$ cat src/rtl/vga_timing.sv
// vga_timing: VGA raster timing generator.
//
// Free-running pixel and line counters produce the raster position and the
// sync, blanking and start-of-line/frame flags. All flags are registered
// alongside the counters. They decode the counter values loaded on the same
// edge, so a flag never lags its position by a cycle.
//
// Ports
//   clk_25          in   pixel clock; all state updates on its rising edge
//   rst             in   synchronous, active-high reset
//   horizontal_num  out  [9:0] pixel column, 0..HTOTAL-1
//   vertical_num    out  [9:0] line, 0..VTOTAL-1
//   hsync           out  horizontal sync, active-low
//   vsync           out  vertical sync, active-low (whole line)
//   video_on        out  high inside the visible region
//   frame_start     out  one-cycle pulse at pixel (0,0)
//   line_start      out  one-cycle pulse at pixel column 0
module vga_timing #(
  parameter int HVID  = 640,
  parameter int HFP   = 16,
  parameter int HSYNC = 96,
  parameter int HBP   = 48,
  parameter int VVID  = 480,
  parameter int VFP   = 10,
  parameter int VSYNC = 2,
  parameter int VBP   = 33
) (
  input  logic       clk_25,
  input  logic       rst,
  output logic [9:0] horizontal_num,
  output logic [9:0] vertical_num,
  output logic       hsync,
  output logic       vsync,
  output logic       video_on,
  output logic       frame_start,
  output logic       line_start
);

  localparam int HTOTAL = HVID + HFP + HSYNC + HBP;
  localparam int VTOTAL = VVID + VFP + VSYNC + VBP;

  // Both counters are 10 bits wide, so neither total may exceed 1024.
  if (HTOTAL > 1024 || VTOTAL > 1024) begin : g_total_too_large
    $error("vga_timing: HTOTAL/VTOTAL must not exceed 1024");
  end

  localparam logic [9:0] H_MAX      = 10'(HTOTAL - 1);
  localparam logic [9:0] V_MAX      = 10'(VTOTAL - 1);
  localparam logic [9:0] H_VIS      = 10'(HVID);
  localparam logic [9:0] V_VIS      = 10'(VVID);
  localparam logic [9:0] HS_START   = 10'(HVID + HFP);
  localparam logic [9:0] HS_END     = 10'(HVID + HFP + HSYNC - 1);
  localparam logic [9:0] VS_START   = 10'(VVID + VFP);
  localparam logic [9:0] VS_END     = 10'(VVID + VFP + VSYNC - 1);

  logic [9:0] h_q, h_d;
  logic [9:0] v_q, v_d;
  logic       hsync_q, hsync_d;
  logic       vsync_q, vsync_d;
  logic       video_on_q, video_on_d;
  logic       frame_start_q, frame_start_d;
  logic       line_start_q, line_start_d;

  always_comb begin
    h_d = h_q + 10'd1;
    v_d = v_q;
    if (h_q == H_MAX) begin
      h_d = '0;
      if (v_q == V_MAX) begin
        v_d = '0;
      end else begin
        v_d = v_q + 10'd1;
      end
    end

    // Flags decode the next counter values so they register on the same
    // edge as the counters themselves.
    hsync_d       = !((h_d >= HS_START) && (h_d <= HS_END));
    vsync_d       = !((v_d >= VS_START) && (v_d <= VS_END));
    video_on_d    = (h_d < H_VIS) && (v_d < V_VIS);
    frame_start_d = (h_d == '0) && (v_d == '0);
    line_start_d  = (h_d == '0);
  end

  // Reset parks the counters on the last pixel of the frame, so the first
  // edge after release lands on (0,0).
  always_ff @(posedge clk_25) begin
    if (rst) begin
      h_q           <= H_MAX;
      v_q           <= V_MAX;
      hsync_q       <= 1'b1;
      vsync_q       <= 1'b1;
      video_on_q    <= 1'b0;
      frame_start_q <= 1'b0;
      line_start_q  <= 1'b0;
    end else begin
      h_q           <= h_d;
      v_q           <= v_d;
      hsync_q       <= hsync_d;
      vsync_q       <= vsync_d;
      video_on_q    <= video_on_d;
      frame_start_q <= frame_start_d;
      line_start_q  <= line_start_d;
    end
  end

  assign horizontal_num = h_q;
  assign vertical_num   = v_q;
  assign hsync          = hsync_q;
  assign vsync          = vsync_q;
  assign video_on       = video_on_q;
  assign frame_start    = frame_start_q;
  assign line_start     = line_start_q;

endmodule

$ cat config.mk
export PLATFORM = sky130hd
export DESIGN_NAME = vga_timing
export DESIGN_NICKNAME = d
export VERILOG_FILES = /design/src/rtl/vga_timing.sv
export SDC_FILE = /design/constraint.sdc
export NUM_CORES = 1
export LEC_CHECK = 0
export CORE_ASPECT_RATIO = 0.6
export CORE_UTILIZATION = 30
export DETAILED_ROUTE_END_ITERATION = 7
export GPL_ROUTABILITY_DRIVEN = 1
export GPL_TIMING_DRIVEN = 0
export PLACE_DENSITY = 0.51
export SLEW_MARGIN = 20
export SYNTH_ARGS = -nofsm -noshare
export SYNTH_HDL_FRONTEND = slang
export SYNTH_SLANG_ARGS = --single-unit
$ cat constraint.sdc
create_clock -name clk_25 -period 3.1 [get_ports clk_25]
set_input_delay 0.62 -clock clk_25 [delete_from_list [all_inputs] [get_ports clk_25]]
set_output_delay 0.62 -clock clk_25 [all_outputs]
set_load 0.05 [all_outputs]
## Word-level counts from Yosys, hierarchy flattened

Cells that the tools add are included.

- Add/subtract/negate cells: 2
- Order comparisons: 6
- Equality and inequality tests: 2
- Multiplexer cells: 3
- Reductions and logical operators: 8

Operator list:

| kind | count |
|---|---|
| two-way mux 10 bit | 3 |
| adder 10 x 1 -> 10 bit (second input constant) | 2 |
| == test 10 bit (second input constant) | 2 |
| logical NOT 10 bit | 2 |
| greater-or-equal comparator 10 bit (second input constant) | 1 |
| greater-or-equal comparator 10 x 9 -> 1 bit (second input constant) | 1 |
| less-or-equal comparator 10 bit (second input constant) | 1 |
| less-or-equal comparator 10 x 9 -> 1 bit (second input constant) | 1 |
| less-than comparator 10 bit (second input constant) | 1 |
| less-than comparator 10 x 9 -> 1 bit (second input constant) | 1 |
| logical AND 1 bit | 4 |
| logical NOT 1 bit | 2 |

- Register bits: 25
- Bits of input ports: 2
- Output and inout port bits: 25
- Word-level logic and storage cells: 28

## Depth between registers and ports, before layout

- Depth in word-level cells: 6
- Depth in mapped cells: 8
- Mapped depth without buffers: 7

## Worst setup path after synthesis

OpenSTA, ideal clock, no wires.

- Path type: register to register
- Start point: reg h_q[0] (netlist: horizontal_num[0])
- End point: reg frame_start_q (netlist: frame_start)
- Library setup time: 0.087 ns
- Arrival: 2.516 ns
- Data required time: 3.013 ns
- Path slack: 0.496 ns
- Cell stages (with the launch flop): 9
- Buffers on the path: 2
- Clock period less this slack: 2.604 ns
- Cell sequence: dfxtp_1 > ha_1 > nand4_1 > or4_1 > buf_6 > clkbuf_2 > a2bb2oi_1 > o21ai_1 > nor4b_2

- Longest elaborated chain between the ends: 4
- Elaborated cells between the ends (all ways): 7
- Classes of those cells: add/sub: 1; eq/ne: 1; mux: 2; reduce/logical: 3

RTL lines:

| element | line | source |
|---|---|---|
| from (decl) | 56 | `logic [9:0] h_q, h_d;` |
| from (signal assigned) | 89 | `h_q <= H_MAX;` |
| from (signal assigned) | 97 | `h_q <= h_d;` |
| adder 10 x 1 -> 10 bit / == test 10 bit (equally long branches) | 65, 67 |  |
| two-way mux 10 bit | 67 | `if (h_q == H_MAX) begin` |
| logical NOT 10 bit | 81 | `frame_start_d = (h_d == '0) && (v_d == '0);` |
| logical AND 1 bit (*) | 81 |  |
| to (signal assigned) | 102 | `frame_start_q <= frame_start_d;` |
| to (decl) | 61 | `logic frame_start_q, frame_start_d;` |

Mark *: on every way between the ends. The rest lies on a longest branch, timed or not.
A chain may end at the register's enable or synchronous reset.

## Worst setup path after layout

- Start point: reg h_q[0] (netlist: horizontal_num[0])
- End point: reg vsync_q (netlist: vsync)

- Longest elaborated chain between the ends: 5
- Elaborated cells between the ends (all ways): 6
- Classes of those cells: order compare: 2; eq/ne: 1; mux: 1; reduce/logical: 2

RTL lines:

| element | line | source |
|---|---|---|
| == test 10 bit (*) | 67 |  |
| two-way mux 10 bit (*) | 67 |  |
| greater-or-equal comparator 10 x 9 -> 1 bit / less-or-equal comparator 10 x 9 -> 1 bit (equally long branches) | 79 | `vsync_d = !((v_d >= VS_START) && (v_d <= VS_END));` |
| logical AND 1 bit (*) | 79 |  |
| logical NOT 1 bit (*) | 79 |  |
| to (signal assigned) | 100 | `vsync_q <= vsync_d;` |
| to (decl) | 59 | `logic vsync_q, vsync_d;` |

Marked as above.

==> flow_metrics.tcl <==
set metrics [dict create \
    drt_iter0_drc 87 \
    syn_avg_cell_area_sq_um 8.36 \
    netlist_instances 190 \
    placed_cell_area_sq_mm 0.00193 \
    arrival_ns 2.86 \
    clk_pin_slew_worst_paths_ns 0.09 \
    detail_route.wl_per_cell_microns 15.2 \
    ir_worst_vdd_mv 0.417 \
    placedCellCount 282 \
    finalWorstSetupSlack_ns 0.382 \
    synthMuxAreaShare 0.00630 \
    vias_per_cell 5.31 \
    cts_sinks 25 \
    fin_area_sq_mm 0.00198 \
    die_w_microns 95.9 \
    cts-buffers-inserted 3 \
    synth_edf_count 0 \
    powerDensity_mw_per_mm2 883 \
    grt_usage 0.165 \
    syn_nets 196 \
    cts_buffer_depth 2 \
    syn-cell-area_sq_mm 0.00159 \
    worst-slew-pin-transition_ns 0.646 \
    cts-root-buf "clkbuf_8" \
    dp_hpwl_microns 3190 \
    ys_seq_elements 25 \
    die_y_microns 58.4 \
    grt_overflow_total 0 \
    ys_seq_area_frac 0.315 \
    layout-drive-gt1-share 0.105 \
    grt_setup_unrepaired "false" \
    io_buffers 26 \
    insertedDiodeCount 0 \
    grt_pass1_vias 1276 \
    die_area_sq_mm 0.00560 \
    row_count 20 \
    setup_viol 0 \
    synth_cell_types 53 \
    routed_wl_microns 4330 \
    post_cts_resize_count 0 \
    synth_adder_area_share 0.0315 \
    critPathKind "register to register" \
    dp_slack_ns 0.410 \
    cts_hold_buf 0 \
    grt_max_degree 14 \
    grt_pass1_wl_microns 6810 \
    period_needed_ns 2.72 \
    synthToLayoutAreaGrowth_pct 24.4 \
    slew_viol_final 0 \
    clock_skew_ns 0.00202 \
    yosysWarnings 0 \
    synth_simple_gate_area_frac 0.322 \
    dr_total_vias 1518 \
    synth_xor_xnor_area_share 0.0662 \
    antenna_found_initial 0 \
    layout.nets 227 \
    hold_class "register to register" \
    p_leak_nw 0.704 \
    maxSlewHeadroom 0.565 \
    htreeDepth 1 \
    synthFlopType "dfxtp_1" \
    tritoncts "done" \
    crit_path_max_fanout 10 \
    ys_async_sr_fraction 0 \
    io_pins 27 \
    fillers 526 \
    core_sq_mm 0.00508 \
    finalHoldViolCount 0 \
    synth_top_family_by_area "simple AND/OR/NAND/NOR gates" \
    tns_ns 0 \
    status "complete, no violations" \
    gp_congestion 0.883 \
    synth_compound_area_frac 0.174 \
    end_kind "register" \
    start_util 0.313 \
    insertion_delay_ns 0.27 \
    start_kind "register" \
    postCtsSetupRepairBufs 0 \
    required_ns 3.24 \
    drc_errors 0 \
    drv_cap 0 \
    period_share 0.877 \
    fmax_mhz 368 \
    ant_nets 0 \
    instances_no_fill 286 \
    dr.pass1.iters 4 \
]
cells by family after synthesis:
family / Yosys count
DFF: 25
AOI/OAI and AO/OA: 36
xor gates and xnor gates: 12
muxes: 1
and+or+nand+nor: 90
buffers and inverters: 22
adders and majority gates: 4
cell usage after synthesis (3+ instances only):
cell type / count / area share
o21ai_0: 8 / 0.025
or4_1: 3 / 0.014
nand2_1: 17 / 0.040
inv_1: 5 / 0.012
a21oi_1: 3 / 0.0095
clkbuf_1: 8 / 0.019
nor3_1: 9 / 0.028
nand3_1: 11 / 0.035
nor2_1: 18 / 0.043
a311oi_1: 3 / 0.017
or3_1: 3 / 0.012
nand4_1: 9 / 0.035
and3_1: 3 / 0.012
o31a_1: 3 / 0.017
dfxtp_1: 25 / 0.32
xor2_1: 6 / 0.033
ha_1: 4 / 0.032
xnor2_1: 6 / 0.033
clkbuf_8: 3 / 0.026
layout by cell type (no fill, tap or decap), types with 4 or more instances in the layout:
cell type         n
dfxtp_1          25
nand3_1          11
nand4_1           9
clkbuf_8          6
inv_1             5
ha_1              4
nand2_1          17
nor3_1            9
clkdlybuf4s50_1  26
o21ai_0           8
clkbuf_1          9
xor2_1            6
nor2_1           18
xnor2_1           6
cell type report:
class                   count  area, sq um  area share
well taps                  66         82.6      0.0418
flip-flops and latches     25          500       0.253
multi-input cells         143          952       0.482
clock buffers               4         45.0      0.0228
plain buffers              17          116      0.0589
inverters                   5         18.8     0.00950
repair buffers             26          260       0.132
routing by layer:
metal	vias to the layer above	routed length [microns]	track usage
met1	685	2450	0.280
met2	57	1500	0.191
met4	0	16	0.0320
li1	772	-	-
met3	4	374	0.0478
met5	-	0	0
power breakdown:
group | total [W] | switching (W) | internal, W
combinational | 0.00108 | 0.000700 | 0.000378
clock | 0.000201 | 0.000109 | 0.0000923
sequential | 0.000466 | 0.0000767 | 0.000389
total | 0.00174 | 0.000886 | 0.000859
final timing paths:
| kind | cells past startpoint | slack (ns) | end | from |
|---|---|---|---|---|
| min reg2reg | 1 | 0.53 | horizontal_num[0] | horizontal_num[0] |
| min | 1 | 0.53 | horizontal_num[0] | horizontal_num[0] |
| max | 8 | 0.38 | vsync | horizontal_num[0] |
| max reg2reg | 8 | 0.38 | vsync | horizontal_num[0] |
flip-flops by register name, indices dropped and copies added (netlist names):
name	cells
vertical_num	10
vsync	1
video_on	1
line_start	1
hsync	1
frame_start	1
horizontal_num	10
per-stage QoR:
step,hold slack [ns],utilization,total power (W)
after floorplan,0.720,-,0.00124
after global placement,0.515,0.380,0.00156
after detailed placement,0.516,0.380,0.00154
after CTS,0.543,0.389,0.00174
after global routing,0.563,0.389,0.00186
final,0.535,0.389,0.00174
critical path: stages (launching register included):
cell	delay (ns)
dfxtp_1	0.40
ha_1	0.29
nand4_1	0.22
nor4_2	0.61
clkbuf_8	0.30
clkbuf_1	0.38
nand2_1	0.13
nand2_1	0.12
nand4b_1	0.13
Power figures use the tool's default switching activity.
